<file path="src/rtl/dma_csr_mc_if.sv">
// Register-port and master-side signal bundle for the multi-channel DMA
// control slave. The slave modport is the controller's view. The master modport
// is the view of the CPU and of the read/write masters that drive it.
interface dma_csr_mc_if #(
   parameter int DATA_W = 32
);
   // Avalon-style register port
   logic              iChipselect_n;
   logic              iWrite;
   logic              iRead;
   logic [4:0]        iAddress;
   logic [DATA_W-1:0] iWritedata;
   logic [DATA_W-1:0] oReaddata;

   // Shared read/write master launch interface
   logic              iMW_done;
   logic              oStart;
   logic [DATA_W-1:0] oRM_startaddress;
   logic [DATA_W-1:0] oWM_startaddress;
   logic [DATA_W-1:0] oLength;
   logic [1:0]        oSize;
   logic [1:0]        oChannel;
   logic              oIrq;

   modport slave (
      input  iChipselect_n, iWrite, iRead, iAddress, iWritedata, iMW_done,
      output oReaddata, oStart, oRM_startaddress, oWM_startaddress,
             oLength, oSize, oChannel, oIrq
   );

   modport master (
      output iChipselect_n, iWrite, iRead, iAddress, iWritedata, iMW_done,
      input  oReaddata, oStart, oRM_startaddress, oWM_startaddress,
             oLength, oSize, oChannel, oIrq
   );
endinterface

</file>
<file path="src/rtl/dma_csr_mc.sv">
// Multi-channel DMA control slave. Each channel holds a transfer descriptor
// and its status. The CPU arms channels through the register port. A
// round-robin arbiter launches one transfer at a time to the shared masters.
// Completion raises a maskable per-channel interrupt.
module dma_csr_mc #(
   parameter int NUM_CH = 2,
   parameter int DATA_W = 32
) (
   input  logic        iClk,
   input  logic        iReset,
   dma_csr_mc_if.slave bus
);
   localparam logic [1:0] LAST_CH  = 2'(NUM_CH - 1);
   localparam logic [2:0] OFF_RM   = 3'd0;
   localparam logic [2:0] OFF_WM   = 3'd1;
   localparam logic [2:0] OFF_LEN  = 3'd2;
   localparam logic [2:0] OFF_CTRL = 3'd3;
   localparam logic [2:0] OFF_STAT = 3'd7;

   typedef enum logic [1:0] {IDLE, LAUNCH, WAIT, FINISH} state_t;

   state_t            stateReg, stateNext;
   logic              startComb;
   logic [1:0]        curChReg, lastGrantReg;
   logic [DATA_W-1:0] rmOutReg, wmOutReg, lenOutReg;
   logic [1:0]        sizeOutReg;
   logic [DATA_W-1:0] rdataReg, rdMux;
   logic              irqReg;

   logic              wrEn, rdEn, chValid;
   logic [1:0]        chSel;
   logic [2:0]        offSel;

   // Per-channel views gathered into fixed four-entry arrays. Channels that do
   // not exist read as zero and never pend.
   logic [DATA_W-1:0] rmAddrArr [4];
   logic [DATA_W-1:0] wmAddrArr [4];
   logic [DATA_W-1:0] lenArr    [4];
   logic [1:0]        sizeArr   [4];
   logic [3:0]        goVec, irqEnVec, doneVec, busyVec, errVec, pendingVec;

   logic              grantFound;
   logic [1:0]        grantCh, candCh;

   // A write that also has iRead high is treated as a write only
   assign wrEn    = ~bus.iChipselect_n & bus.iWrite;
   assign rdEn    = ~bus.iChipselect_n & bus.iRead & ~bus.iWrite;
   assign chSel   = bus.iAddress[4:3];
   assign offSel  = bus.iAddress[2:0];
   assign chValid = (int'(chSel) < NUM_CH);

   genvar gi;
   generate
      for (gi = 0; gi < 4; gi++) begin : gCh
         if (gi < NUM_CH) begin : gLive
            logic [DATA_W-1:0] rmAddrReg, wmAddrReg, lenReg;
            logic [1:0]        sizeReg;
            logic              goReg, irqEnReg, doneReg, busyReg, errReg, pendingReg;
            logic              chWr, launchThis, finishThis;

            assign chWr       = wrEn && (chSel == 2'(gi));
            assign launchThis = (stateReg == LAUNCH) && (curChReg == 2'(gi));
            assign finishThis = (stateReg == FINISH) && (curChReg == 2'(gi));

            // Descriptor/status update: CPU writes first, then FSM events.
            // The FINISH set of DONE is applied last so it wins over a same-cycle W1C.
            always_ff @(posedge iClk or posedge iReset) begin
               if (iReset) begin
                  rmAddrReg  <= '0;
                  wmAddrReg  <= '0;
                  lenReg     <= '0;
                  sizeReg    <= '0;
                  goReg      <= 1'b0;
                  irqEnReg   <= 1'b0;
                  doneReg    <= 1'b0;
                  busyReg    <= 1'b0;
                  errReg     <= 1'b0;
                  pendingReg <= 1'b0;
               end else begin
                  if (chWr && !busyReg && !pendingReg) begin
                     case (offSel)
                        OFF_RM:  rmAddrReg <= bus.iWritedata;
                        OFF_WM:  wmAddrReg <= bus.iWritedata;
                        OFF_LEN: lenReg    <= bus.iWritedata;
                        OFF_CTRL: begin
                           irqEnReg <= bus.iWritedata[1];
                           sizeReg  <= bus.iWritedata[3:2];
                           if (bus.iWritedata[0] && (lenReg == '0)) begin
                              // Nothing to move: complete at once with an error
                              errReg  <= 1'b1;
                              doneReg <= 1'b1;
                              goReg   <= 1'b0;
                           end else if (bus.iWritedata[0]) begin
                              goReg      <= 1'b1;
                              pendingReg <= 1'b1;
                           end else begin
                              goReg <= 1'b0;
                           end
                        end
                        default: ;
                     endcase
                  end
                  if (chWr && (offSel == OFF_STAT) && bus.iWritedata[0]) begin
                     doneReg <= 1'b0;
                     errReg  <= 1'b0;
                  end
                  if (launchThis) begin
                     pendingReg <= 1'b0;
                     busyReg    <= 1'b1;
                  end
                  if (finishThis) begin
                     busyReg <= 1'b0;
                     doneReg <= 1'b1;
                     goReg   <= 1'b0;
                  end
               end
            end

            assign rmAddrArr[gi]  = rmAddrReg;
            assign wmAddrArr[gi]  = wmAddrReg;
            assign lenArr[gi]     = lenReg;
            assign sizeArr[gi]    = sizeReg;
            assign goVec[gi]      = goReg;
            assign irqEnVec[gi]   = irqEnReg;
            assign doneVec[gi]    = doneReg;
            assign busyVec[gi]    = busyReg;
            assign errVec[gi]     = errReg;
            assign pendingVec[gi] = pendingReg;
         end else begin : gAbsent
            assign rmAddrArr[gi]  = '0;
            assign wmAddrArr[gi]  = '0;
            assign lenArr[gi]     = '0;
            assign sizeArr[gi]    = '0;
            assign goVec[gi]      = 1'b0;
            assign irqEnVec[gi]   = 1'b0;
            assign doneVec[gi]    = 1'b0;
            assign busyVec[gi]    = 1'b0;
            assign errVec[gi]     = 1'b0;
            assign pendingVec[gi] = 1'b0;
         end
      end
   endgenerate

   // Round-robin search for the first pending channel after the last grant
   always_comb begin
      grantFound = 1'b0;
      grantCh    = lastGrantReg;
      candCh     = lastGrantReg;
      for (int k = 0; k < NUM_CH; k++) begin
         candCh = (candCh == LAST_CH) ? 2'd0 : candCh + 2'd1;
         if (!grantFound && pendingVec[candCh]) begin
            grantFound = 1'b1;
            grantCh    = candCh;
         end
      end
   end

   // Next-state logic and the one-cycle launch strobe
   always_comb begin
      stateNext = stateReg;
      startComb = 1'b0;
      case (stateReg)
         IDLE:    if (grantFound) stateNext = LAUNCH;
         LAUNCH: begin
            startComb = 1'b1;
            stateNext = WAIT;
         end
         WAIT:    if (bus.iMW_done) stateNext = FINISH;
         FINISH:  stateNext = IDLE;
         default: stateNext = IDLE;
      endcase
   end

   // State register, granted-descriptor latch and round-robin pointer
   always_ff @(posedge iClk or posedge iReset) begin
      if (iReset) begin
         stateReg     <= IDLE;
         curChReg     <= '0;
         lastGrantReg <= '0;
         rmOutReg     <= '0;
         wmOutReg     <= '0;
         lenOutReg    <= '0;
         sizeOutReg   <= '0;
      end else begin
         stateReg <= stateNext;
         if ((stateReg == IDLE) && grantFound) begin
            curChReg   <= grantCh;
            rmOutReg   <= rmAddrArr[grantCh];
            wmOutReg   <= wmAddrArr[grantCh];
            lenOutReg  <= lenArr[grantCh];
            sizeOutReg <= sizeArr[grantCh];
         end
         if (stateReg == FINISH) lastGrantReg <= curChReg;
      end
   end

   // Register readback selection; unmapped offsets and channels read zero
   always_comb begin
      rdMux = '0;
      if (chValid) begin
         case (offSel)
            OFF_RM:   rdMux = rmAddrArr[chSel];
            OFF_WM:   rdMux = wmAddrArr[chSel];
            OFF_LEN:  rdMux = lenArr[chSel];
            OFF_CTRL: rdMux = {{(DATA_W-4){1'b0}}, sizeArr[chSel], irqEnVec[chSel], goVec[chSel]};
            OFF_STAT: rdMux = {{(DATA_W-4){1'b0}}, pendingVec[chSel], errVec[chSel],
                               busyVec[chSel], doneVec[chSel]};
            default:  rdMux = '0;
         endcase
      end
   end

   // Registered read data (held between reads) and registered interrupt
   always_ff @(posedge iClk or posedge iReset) begin
      if (iReset) begin
         rdataReg <= '0;
         irqReg   <= 1'b0;
      end else begin
         if (rdEn) rdataReg <= rdMux;
         irqReg <= |(doneVec & irqEnVec);
      end
   end

   assign bus.oReaddata        = rdataReg;
   assign bus.oStart           = startComb;
   assign bus.oRM_startaddress = rmOutReg;
   assign bus.oWM_startaddress = wmOutReg;
   assign bus.oLength          = lenOutReg;
   assign bus.oSize            = sizeOutReg;
   assign bus.oChannel         = curChReg;
   assign bus.oIrq             = irqReg;
endmodule

</file>
<file path="src/flat_wrapper.sv">
// flat-port wrapper written by rule: the top's interface ports become plain ports
module dma_csr_mc_flat 
#(
   parameter int NUM_CH = 2,
   parameter int DATA_W = 32
)
  (iClk, iReset, bus_iChipselect_n, bus_iWrite, bus_iRead, bus_iAddress, bus_iWritedata, bus_iMW_done, bus_oReaddata, bus_oStart, bus_oRM_startaddress, bus_oWM_startaddress, bus_oLength, bus_oSize, bus_oChannel, bus_oIrq);
  dma_csr_mc_if #(.DATA_W(DATA_W)) bus_i ();
  input  logic iClk;
  input  logic iReset;
  input wire logic [$bits(bus_i.iChipselect_n)-1:0] bus_iChipselect_n;
  input wire logic [$bits(bus_i.iWrite)-1:0] bus_iWrite;
  input wire logic [$bits(bus_i.iRead)-1:0] bus_iRead;
  input wire logic [$bits(bus_i.iAddress)-1:0] bus_iAddress;
  input wire logic [$bits(bus_i.iWritedata)-1:0] bus_iWritedata;
  input wire logic [$bits(bus_i.iMW_done)-1:0] bus_iMW_done;
  output wire logic [$bits(bus_i.oReaddata)-1:0] bus_oReaddata;
  output wire logic [$bits(bus_i.oStart)-1:0] bus_oStart;
  output wire logic [$bits(bus_i.oRM_startaddress)-1:0] bus_oRM_startaddress;
  output wire logic [$bits(bus_i.oWM_startaddress)-1:0] bus_oWM_startaddress;
  output wire logic [$bits(bus_i.oLength)-1:0] bus_oLength;
  output wire logic [$bits(bus_i.oSize)-1:0] bus_oSize;
  output wire logic [$bits(bus_i.oChannel)-1:0] bus_oChannel;
  output wire logic [$bits(bus_i.oIrq)-1:0] bus_oIrq;
  assign bus_i.iChipselect_n = bus_iChipselect_n;
  assign bus_i.iWrite = bus_iWrite;
  assign bus_i.iRead = bus_iRead;
  assign bus_i.iAddress = bus_iAddress;
  assign bus_i.iWritedata = bus_iWritedata;
  assign bus_i.iMW_done = bus_iMW_done;
  assign bus_oReaddata = bus_i.oReaddata;
  assign bus_oStart = bus_i.oStart;
  assign bus_oRM_startaddress = bus_i.oRM_startaddress;
  assign bus_oWM_startaddress = bus_i.oWM_startaddress;
  assign bus_oLength = bus_i.oLength;
  assign bus_oSize = bus_i.oSize;
  assign bus_oChannel = bus_i.oChannel;
  assign bus_oIrq = bus_i.oIrq;
  dma_csr_mc #(.NUM_CH(NUM_CH), .DATA_W(DATA_W)) u_core (.iClk(iClk), .iReset(iReset), .bus(bus_i));
endmodule
</file>
<file path="config.mk">
export PLATFORM = sky130hd
export DESIGN_NAME = dma_csr_mc_flat
export DESIGN_NICKNAME = d
export VERILOG_FILES = /design/src/rtl/dma_csr_mc_if.sv /design/src/rtl/dma_csr_mc.sv /design/src/flat_wrapper.sv
export SDC_FILE = /design/constraint.sdc
export NUM_CORES = 1
export LEC_CHECK = 0
export CAP_MARGIN = 20
export CORE_ASPECT_RATIO = 0.75
export CORE_MARGIN = 5
export CORE_UTILIZATION = 53
export CTS_BUF_LIST = sky130_fd_sc_hd__clkbuf_8
export DETAILED_ROUTE_END_ITERATION = 6
export GPL_TIMING_DRIVEN = 1
export PLACE_DENSITY = 0.81
export SYNTH_ARGS = -nofsm -noshare
export SYNTH_HDL_FRONTEND = slang
export SYNTH_SLANG_ARGS = --single-unit
</file>
<file path="constraint.sdc">
create_clock -name iClk -period 13.8 [get_ports iClk]
set_input_delay 2.76 -clock iClk [delete_from_list [all_inputs] [get_ports iClk]]
set_output_delay 2.76 -clock iClk [all_outputs]
set_load 0.1 [all_outputs]
</file>
==> results of run 1 <==
cells in the mapped netlist:
cell and n:
and2_1 2, o21ai_1 24, dfrtp_1 345, ha_1 4
a2bb2oi_1 3, o31ai_1 1, nor2b_1 4, nor3_2 1
clkbuf_1 13, o32ai_1 2, or4b_1 2, and4_1 1
buf_4 1, nand4_1 4, or4_1 4, nand2b_1 3
a22o_1 2, nor2b_2 1, a211o_1 1, buf_6 14
nand2_2 1, mux2_1 68, mux2_4 48, o21ai_0 9
o22ai_1 29, nor4_1 19, buf_2 47, mux2_2 314
mux2i_1 61, and3_1 5, nand2_1 52, o221ai_1 4
o22a_1 1, nand3b_1 1, nor3b_1 2, and3b_1 1
inv_2 1, or2b_1 1, nand3_1 9, nand3_4 2
inv_1 4, mux4_2 4, nor2_1 11, a21oi_1 34
nor4b_1 1
power by group:
group          total (W)  internal [W]  switching, W
Clock           0.000886      0.000495      0.000391
Combinational    0.00128      0.000429      0.000853
Sequential       0.00132       0.00118      0.000134
cell type report:
type                            count  area [um^2]
Fill cell                        2251        10900
Sequential cell                   345         8630
Multi-Input combinational cell    736         7130
Timing Repair Buffer              188         1880
Clock buffer                       68          936
Tap cell                          399          499
Clock inverter                     21          171
Inverter                            5         26.3
cell families after synthesis:
logic type	Yosys count	share of synthesized area
compound gates	110	0.0394
fa+ha+maj	4	0.00309
buf+inv	80	0.0289
flops	345	0.533
mux	495	0.353
simple gates	127	0.0420
metal layers:
metal	global-route usage	up-vias	routed length (um)
met5	0	-	13
met4	0.0588	2	705
met3	0.0526	53	2390
met2	0.355	278	18100
met1	0.336	5374	18400
li1	-	4610	-
layout by cell type (no fill, tap or decap), types with 29 or more instances in the layout:
| master | count |
|---|---|
| clkdlybuf4s50_1 | 174 |
| a21oi_1 | 34 |
| mux2_1 | 68 |
| nand2_1 | 50 |
| mux2i_1 | 61 |
| dfrtp_1 | 345 |
| mux2_4 | 48 |
| o22ai_1 | 29 |
| clkbuf_8 | 68 |
| mux2_2 | 314 |
sequential cells by signal, summed over array words and instances (netlist names):
signal,flops
u_core.bus.oReaddata,32
u_core.gCh.gLive.busyReg,2
u_core.gCh.gLive.pendingReg,2
u_core.bus.oChannel,2
u_core.gCh.gLive.doneReg,2
u_core.bus.oWM_startaddress,32
u_core.lastGrantReg,2
u_core.bus.oIrq,1
u_core.gCh.gLive.lenReg,64
u_core.bus.oLength,32
u_core.gCh.gLive.sizeReg,4
u_core.bus.oSize,2
u_core.gCh.gLive.wmAddrReg,64
u_core.gCh.gLive.errReg,2
u_core.gCh.gLive.rmAddrReg,64
u_core.bus.oRM_startaddress,32
u_core.stateReg,2
u_core.gCh.gLive.irqEnReg,2
u_core.gCh.gLive.goReg,2
critical path, stage by stage, from the launching register on:
cell	delay [ns]
dfrtp_1	0.41
inv_1	0.09
ha_1	0.21
clkdlybuf4s50_1	1.15
metrics by stage:
stage,cells,power [W]
CTS,1761,0.00350
detailed placement,1672,0.00261
floorplan,1161,0.00229
global placement,1671,0.00259
finish,1762,0.00349
global route,1762,0.00362
how the worst min path moves through the flow:
stage	startpoint	depth (start not counted)	endpoint	slack, ns
floorplan	u_core.gCh[0].gLive.errReg	2	u_core.gCh[0].gLive.errReg	0.44
global placement	u_core.gCh[0].gLive.errReg	2	u_core.gCh[0].gLive.errReg	0.48
CTS	u_core.gCh[0].gLive.errReg	2	u_core.gCh[0].gLive.errReg	0.49
finish	u_core.bus.oReaddata[21]	2	u_core.bus.oReaddata[21]	0.49
global route	u_core.bus.oLength[12]	1	u_core.bus.oLength[12]	0.51
detailed placement	u_core.gCh[0].gLive.errReg	2	u_core.gCh[0].gLive.errReg	0.48
==> results.md, run 1 <==
- IO Count: 177
- Largest net degree at the start of global routing: 155
- Total wire length: 39600 um
- Pwr Density: 181 nW/um^2
- Post-Syn Instances: 1161
- Crit path DAT: 2.46 ns
- Min Hold Slack: 0.493 ns
- CTS Sinks: 345
- Max Clock Freq: 0.192 GHz
- Initial Utilization: 0.537
- Dpl hpwl: 25700 um
- Mean Syn Cell Area: 13.9 um^2
- TritonCTS clock tree: yes
- Ant diodes: 0
- R2R setup slack: 11.01 ns
- Max-slew headroom: 0.277
- Leakage Power: 9.26 nW
- Critical Path Fanout Max: 4
- DRT iter0 DRCs: 662
- Via count: 10300
- Worst setup path endpoint: bus_oStart
- Avg WL per Cell: 22.5 um
- Worst setup EP type: output port
- Slew of the pin with the lowest slew margin: 1.08 ns
- PortBufs: 176
- Max-cap viol count: 0
- R2R Path End: u_core.bus.oLength[21]
- Hold Path Class: reg -> reg
- Number of global-route vias before repair: 11000
- Final ANT Viol Nets: 0
- Grt ovf: 0
- Final core occ: 0.640
- Die area: 34200 um^2
- Maximum VDD drop: 149 uV
- First-pass GRT wire length: 63100 um
- P&R area growth vs syn: 19.0%
- Die Height: 161 um
- Layout cells sized above 1: 0.346
- Synth area leaders: dfrtp_1 (53%), mux2_2 (22%), mux2_1 (4.7%), mux2_4 (4.5%), mux2i_1 (3.8%)
- Worst reg2reg startpoint: u_core.lastGrantReg[0]
- Worst-skew pair later-pin latency: 0.59 ns
- Post-synthesis cell area: 16200 um^2
- Hold Vio Cnt, Final: 0
- YS warnings: 0
- GRT Overall Usage: 0.231
- Tcrit/Tclk final: 0.378
- Core ar.: 30100 um^2
- Synth Register Bits: 345
- TNS Setup: 0 ns
- Final min period: 5.22 ns
- Yosys cell types: 45
- Layout Nets: 1374
- # setup viols final: 0
- Clock Path Buffers: 3
- Drt drc: 0
- Synth top area share: 0.533
- Worst r2r path cells: 5
- Number of post-CTS setup repair buffers: 0
- Number of antenna violations at the first check in global routing: 1
- Post-DP Area: 18100 um^2
- Clock slew seen by the registers of the worst setup and hold paths: 0.07 ns
- Required time of the critical path: 11.04 ns
- Post-cts repair resize count: 0
- Via-per-instance ratio: 5.86
- Share of the yosys chip area belonging to registers: 0.533
- H-tree depth: 2
- Critical path startpoint category: flop
- Root Buffer: clkbuf_8
- Syn nets: 1208
- Cell taking the most area after synthesis: dfrtp_1
- RSZ-0062 raised after global routing: false
- CTS buffer count: 51
- Place WS: 8.04 ns
- CP Class: reg -> out
- Post-route setup slack: 8.58 ns
- Max-slew violations: 0
- Status: completed
- Worst Clk Skew: 0.0222 ns
- Setup crit start: u_core.stateReg[1]
- Row count: 55
- Post-CTS Hold Buffers: 0
- RePlAce Congestion: 0.829
- Die X: 212 um
- Final Instance Area: 19300 um^2
- First-pass iteration count of the detailed router: 5
No activity file was read; power rests on OpenSTA's default activity.
==> inputs of run 2 (changes only) <==
PLACE_DENSITY = 0.84   (was 0.81)
clock period = 4.2 ns   (was 13.8 ns; I/O delays follow)
==> results.md, run 2 (synthesized netlist as in run 1, its figures left out) <==
- Layout cells sized above 1: 0.354
- Via count: 10500
- Crit path depth: 3
- P&R area growth vs syn: 20.2%
- Largest net degree at the start of global routing: 79
- Dpl hpwl: 28000 um
- Critical path startpoint category: flop
- Ant diodes: 0
- Worst Clk Skew: 0.0303 ns
- Status: completed
- Placed cells: 1690
- Final min period: 3.29 ns
- Worst-skew pair later-pin latency: 0.61 ns
- Slowest stage delay, CP: 1.15 ns
- Max-slew violations: 0
- PortBufs: 176
- Setup crit start: u_core.stateReg[1]
- Number of post-CTS setup repair buffers: 0
- Number of global-route vias before repair: 11300
- TritonCTS clock tree: yes
- RSZ-0062 raised after global routing: false
- # setup viols final: 0
- TNS Setup: 0 ns
- Max-cap viol count: 0
- Crit path DAT: 2.45 ns
- Final ANT Viol Nets: 0
- CTS Sinks: 345
- Tcrit/Tclk final: 0.783
- Core ar.: 30100 um^2
- Largest delay share family, worst path: buffers and inverters
- Max-slew headroom: 0.322
- Post-DP Area: 18300 um^2
- Slew of the pin with the lowest slew margin: 1.01 ns
- Die Height: 161 um
- Critical Path Fanout Max: 4
- H-tree depth: 2
- Min Hold Slack: 0.486 ns
- Hold Vio Cnt, Final: 0
- Place WS: 0.708 ns
- First-pass GRT wire length: 65900 um
- Row count: 55
- Non-filler instance count after layout: 1779
- Worst setup EP type: output port
- Filler cells: 2148
- Initial Utilization: 0.537
- Clock Path Buffers: 3
- Via-per-instance ratio: 5.93
- Critical-path cell list: inv_1, ha_1, clkdlybuf4s50_1
- Max Clock Freq: 0.304 GHz
- Grt ovf: 0
- Max stage delay cell, worst path: clkdlybuf4s50_1
- Most common cell after layout, fill and taps aside: dfrtp_1
- Die X: 212 um
- Worst setup path endpoint: bus_oStart
- CP Class: reg -> out
- Maximum VDD drop: 590 uV
- R2R Path End: u_core.bus.oLength[8]
- Hold Path Class: reg -> reg
- Layout Nets: 1392
- Final Instance Area: 19500 um^2
- DRT iter0 DRCs: 711
- Top Registers: u_core.gCh.gLive.lenReg: 64 flops, u_core.gCh.gLive.rmAddrReg: 64 flops, u_core.gCh.gLive.wmAddrReg: 64 flops
- Post-route setup slack: 0.912 ns
- Die area: 34200 um^2
- Most frequent cells in the layout: dfrtp_1 (345), mux2_2 (314), clkdlybuf4s50_1 (174), clkbuf_8 (70), mux2_1 (68)
- R2R setup slack: 1.57 ns
- Required time of the critical path: 3.36 ns
- Worst r2r path cells: 5
- Drt drc: 0
- Pwr Density: 594 nW/um^2
- Worst reg2reg startpoint: u_core.lastGrantReg[0]
- GRT Overall Usage: 0.243
- Leakage Power: 9.36 nW
- Clock slew seen by the registers of the worst setup and hold paths: 0.06 ns
- Number of antenna violations at the first check in global routing: 3
- Root Buffer: clkbuf_8
- IO Count: 177
- Total wire length: 41600 um
- RePlAce Congestion: 0.885
- Avg WL per Cell: 23.4 um
- First-pass iteration count of the detailed router: 5
- Post-cts repair resize count: 0
- CTS buffer count: 52
- Post-CTS Hold Buffers: 0
- Worst path bufs/invs: 2
-- run 2: changes by cell type in the layout (fill, tap and decap cells not counted) --
| cell | change |
|---|---|
| buf_4 | +13 |
| buf_12 | +4 |
| clkbuf_8 | +2 |
| clkinvlp_4 | +2 |
| clkinv_2 | -1 |
| inv_1 | -1 |
| inv_6 | -1 |
| inv_8 | -1 |
-- run 2: how the worst min path moves through the flow --
stage                               startpoint                         end  slack (ns)  cells past startpoint
detailed placement    u_core.bus.oReaddata[30]    u_core.bus.oReaddata[30]        0.47                      2
CTS                    u_core.bus.oReaddata[9]     u_core.bus.oReaddata[9]        0.49                      2
global route          u_core.bus.oReaddata[19]    u_core.bus.oReaddata[19]        0.52                      2
floorplan           u_core.gCh[0].gLive.errReg  u_core.gCh[0].gLive.errReg        0.44                      2
global placement    u_core.gCh[0].gLive.errReg  u_core.gCh[0].gLive.errReg        0.47                      2
finish                u_core.bus.oReaddata[30]    u_core.bus.oReaddata[30]        0.49                      2
-- run 2: layout make-up --
type | count | area, um^2 | share of cell area
multi-input combinational | 736 | 7130 | 0.366
clock inverter | 19 | 161 | 0.00829
sequential | 345 | 8630 | 0.443
tap | 399 | 499 | 0.0256
timing repair buffer | 205 | 2060 | 0.106
inverter | 5 | 22.5 | 0.00116
clock buffer | 70 | 963 | 0.0495
-- run 2: report_power, final --
part | leakage, nW | internal, W | switching, W | total [W]
sequential | 4.73 | 0.00389 | 0.000472 | 0.00436
clock | 0.616 | 0.00166 | 0.00130 | 0.00296
combinational | 4.01 | 0.00142 | 0.00281 | 0.00423
total | 9.36 | 0.00697 | 0.00459 | 0.0116
-- run 2: routing by layer --
| layer | vias up | global-route usage | part of all wire |
|---|---|---|---|
| li1 | 4638 | - | - |
| met1 | 5463 | 0.349 | 0.45 |
| met2 | 360 | 0.369 | 0.46 |
| met3 | 75 | 0.0586 | 0.071 |
| met4 | 6 | 0.0735 | 0.023 |
| met5 | - | 0 | 0.00082 |
-- run 2: stage by stage --
| stage | total power [W] | util |
|---|---|---|
| 2_1_floorplan | 0.00753 | - |
| 3_3_place_gp | 0.00852 | 0.609 |
| 3_5_place_dp | 0.00863 | 0.609 |
| 4_1_cts | 0.0116 | 0.646 |
| 5_1_grt | 0.0120 | 0.646 |
| 6_report | 0.0116 | 0.646 |
-- run 2: worst min-delay path, delay by kind of cell, from the launching register on --
kind / cells / cell delay (ns)
and+or+nand+nor: 1 / 0.05
DFF: 1 / 0.35
AOI/OAI and AO/OA: 1 / 0.06
==> inputs of run 3 (changes only) <==
PLACE_DENSITY = 0.81   (was 0.84)
clock period = 3.4 ns   (was 4.2 ns; I/O delays follow)
==> results.md, run 3 (synthesized netlist as in run 1, its figures left out) <==
- Max stage delay cell, worst path: clkdlybuf4s50_1
- TritonCTS clock tree: yes
- Required time of the critical path: 3.88 ns
- Top Registers: u_core.gCh.gLive.lenReg: 64 flops, u_core.gCh.gLive.rmAddrReg: 64 flops, u_core.gCh.gLive.wmAddrReg: 64 flops
- Critical path startpoint category: primary input
- # setup viols final: 0
- Largest net degree at the start of global routing: 84
- Number of antenna violations at the first check in global routing: 1
- Final core occ: 0.637
- CTS Sinks: 345
- Min Hold Slack: 0.494 ns
- Die Height: 161 um
- Initial Utilization: 0.537
- Worst-skew pair later-pin latency: 0.61 ns
- Hold Vio Cnt, Final: 0
- Max-slew headroom: 0.475
- First-pass iteration count of the detailed router: 5
- Crit path DAT: 2.82 ns
- Max Clock Freq: 0.426 GHz
- Number of post-CTS setup repair buffers: 0
- CP Class: in -> reg
- Critical-path cell list: clkdlybuf4s50_1, nor2_1, and3_1, nand3_2, buf_12, mux2_1
- Max-slew violations: 0
- Non-filler instance count after layout: 1790
- Most frequent cells in the layout: dfrtp_1 (345), mux2_2 (314), buf_4 (157), clkbuf_8 (70), mux2_1 (68)
- Switching power total: 0.00566 W
- Maximum VDD drop: 786 uV
- Status: completed
- H-tree depth: 2
- Max-cap viol count: 0
- Final min period: 2.35 ns
- PortBufs: 176
- Total wire length: 40300 um
- Number of global-route vias before repair: 11100
- Clock Path Buffers: 3
- DRT iter0 DRCs: 632
- Layout cells sized above 1: 0.454
- TNS Setup: 0 ns
- RePlAce Congestion: 0.844
- Drt drc: 0
- Clock slew seen by the registers of the worst setup and hold paths: 0.06 ns
- IO Count: 177
- RSZ-0062 raised after global routing: false
- Post-cts repair resize count: 0
- P&R area growth vs syn: 18.6%
- Root Buffer: clkbuf_8
- Clock power share: 0.249
- Switching portion of total power: 0.405
- Post-CTS Hold Buffers: 0
- Tcrit/Tclk final: 0.690
- Layout Nets: 1400
- Final ANT Viol Nets: 0
- R2R setup slack: 1.10 ns
- Pwr Density: 728 nW/um^2
- Placed cells: 1696
- Slowest stage delay, CP: 0.59 ns
- Row count: 55
- Worst setup EP type: flop
- Via count: 10400
- Worst Clk Skew: 0.0180 ns
- Leakage Power: 9.68 nW
- Comb power frac: 0.367
- Grt ovf: 0
- First-pass GRT wire length: 64400 um
- GRT Overall Usage: 0.237
- Avg WL per Cell: 22.5 um
- CTS buffer count: 54
- Core ar.: 30100 um^2
- Seq pwr share: 0.384
- Pint: 0.00832 W
- Post-route setup slack: 1.05 ns
- Place WS: 0.506 ns
- Die X: 212 um
- Slew of the pin with the lowest slew margin: 0.787 ns
- Hold Path Class: reg -> reg
- Dpl hpwl: 27200 um
- Most common cell after layout, fill and taps aside: dfrtp_1
- Die area: 34200 um^2
- Critical Path Fanout Max: 25
- Via-per-instance ratio: 5.81
-- run 3: through the flow --
stage | total power (W) | area, um^2
final | 0.0140 | 19200
after global routing | 0.0146 | 19200
after CTS | 0.0141 | 19200
after detailed placement | 0.0106 | 18100
after global placement | 0.0105 | 18100
after floorplan | 0.00931 | 16200
-- run 3: per-layer routing --
metal	global-route usage	wire, um	vias to the layer above
met5	0	7	-
met4	0.0509	604	2
met3	0.0483	2400	54
met2	0.362	18300	282
met1	0.352	19000	5406
li1	-	-	4661
-- run 3: final timing paths --
path	cells past startpoint	end	startpoint
hold reg to reg	2	u_core.bus.oReaddata[6]	u_core.bus.oReaddata[6]
min in group asynchronous	2	u_core.bus.oRM_startaddress[5]	iReset
max in group asynchronous	3	u_core.bus.oWM_startaddress[31]	iReset
hold / removal	2	u_core.bus.oReaddata[6]	u_core.bus.oReaddata[6]
setup / recovery	6	u_core.gCh[0].gLive.lenReg[29]	bus_iAddress[4]
setup reg to reg	5	u_core.bus.oRM_startaddress[10]	u_core.lastGrantReg[0]
-- run 3: final cells by class --
type / instances / area, um^2
fill: 2309 / 10900
sequential: 345 / 8630
multi-input combinational: 736 / 7130
timing repair buffer: 211 / 1840
clock buffer: 70 / 963
tap: 399 / 499
clock inverter: 23 / 108
inverter: 5 / 22.5
antenna: 1 / 2.50
-- run 3: worst max-delay path, delay by kind of cell --
kind | cells | cell delay (ns)
muxes | 1 | 0.32
buffers and inverters | 2 | 0.89
and+or+nand+nor | 3 | 0.89
-- run 3: power by group through the flow --
stage	Combinational (W)	Sequential [W]	Clock, W
after floorplan	0.00189	0.00742	0
after detailed placement	0.00514	0.00543	0
after CTS	0.00516	0.00536	0.00356
after global routing	0.00536	0.00546	0.00376
final	0.00513	0.00538	0.00348
after global placement	0.00508	0.00539	0
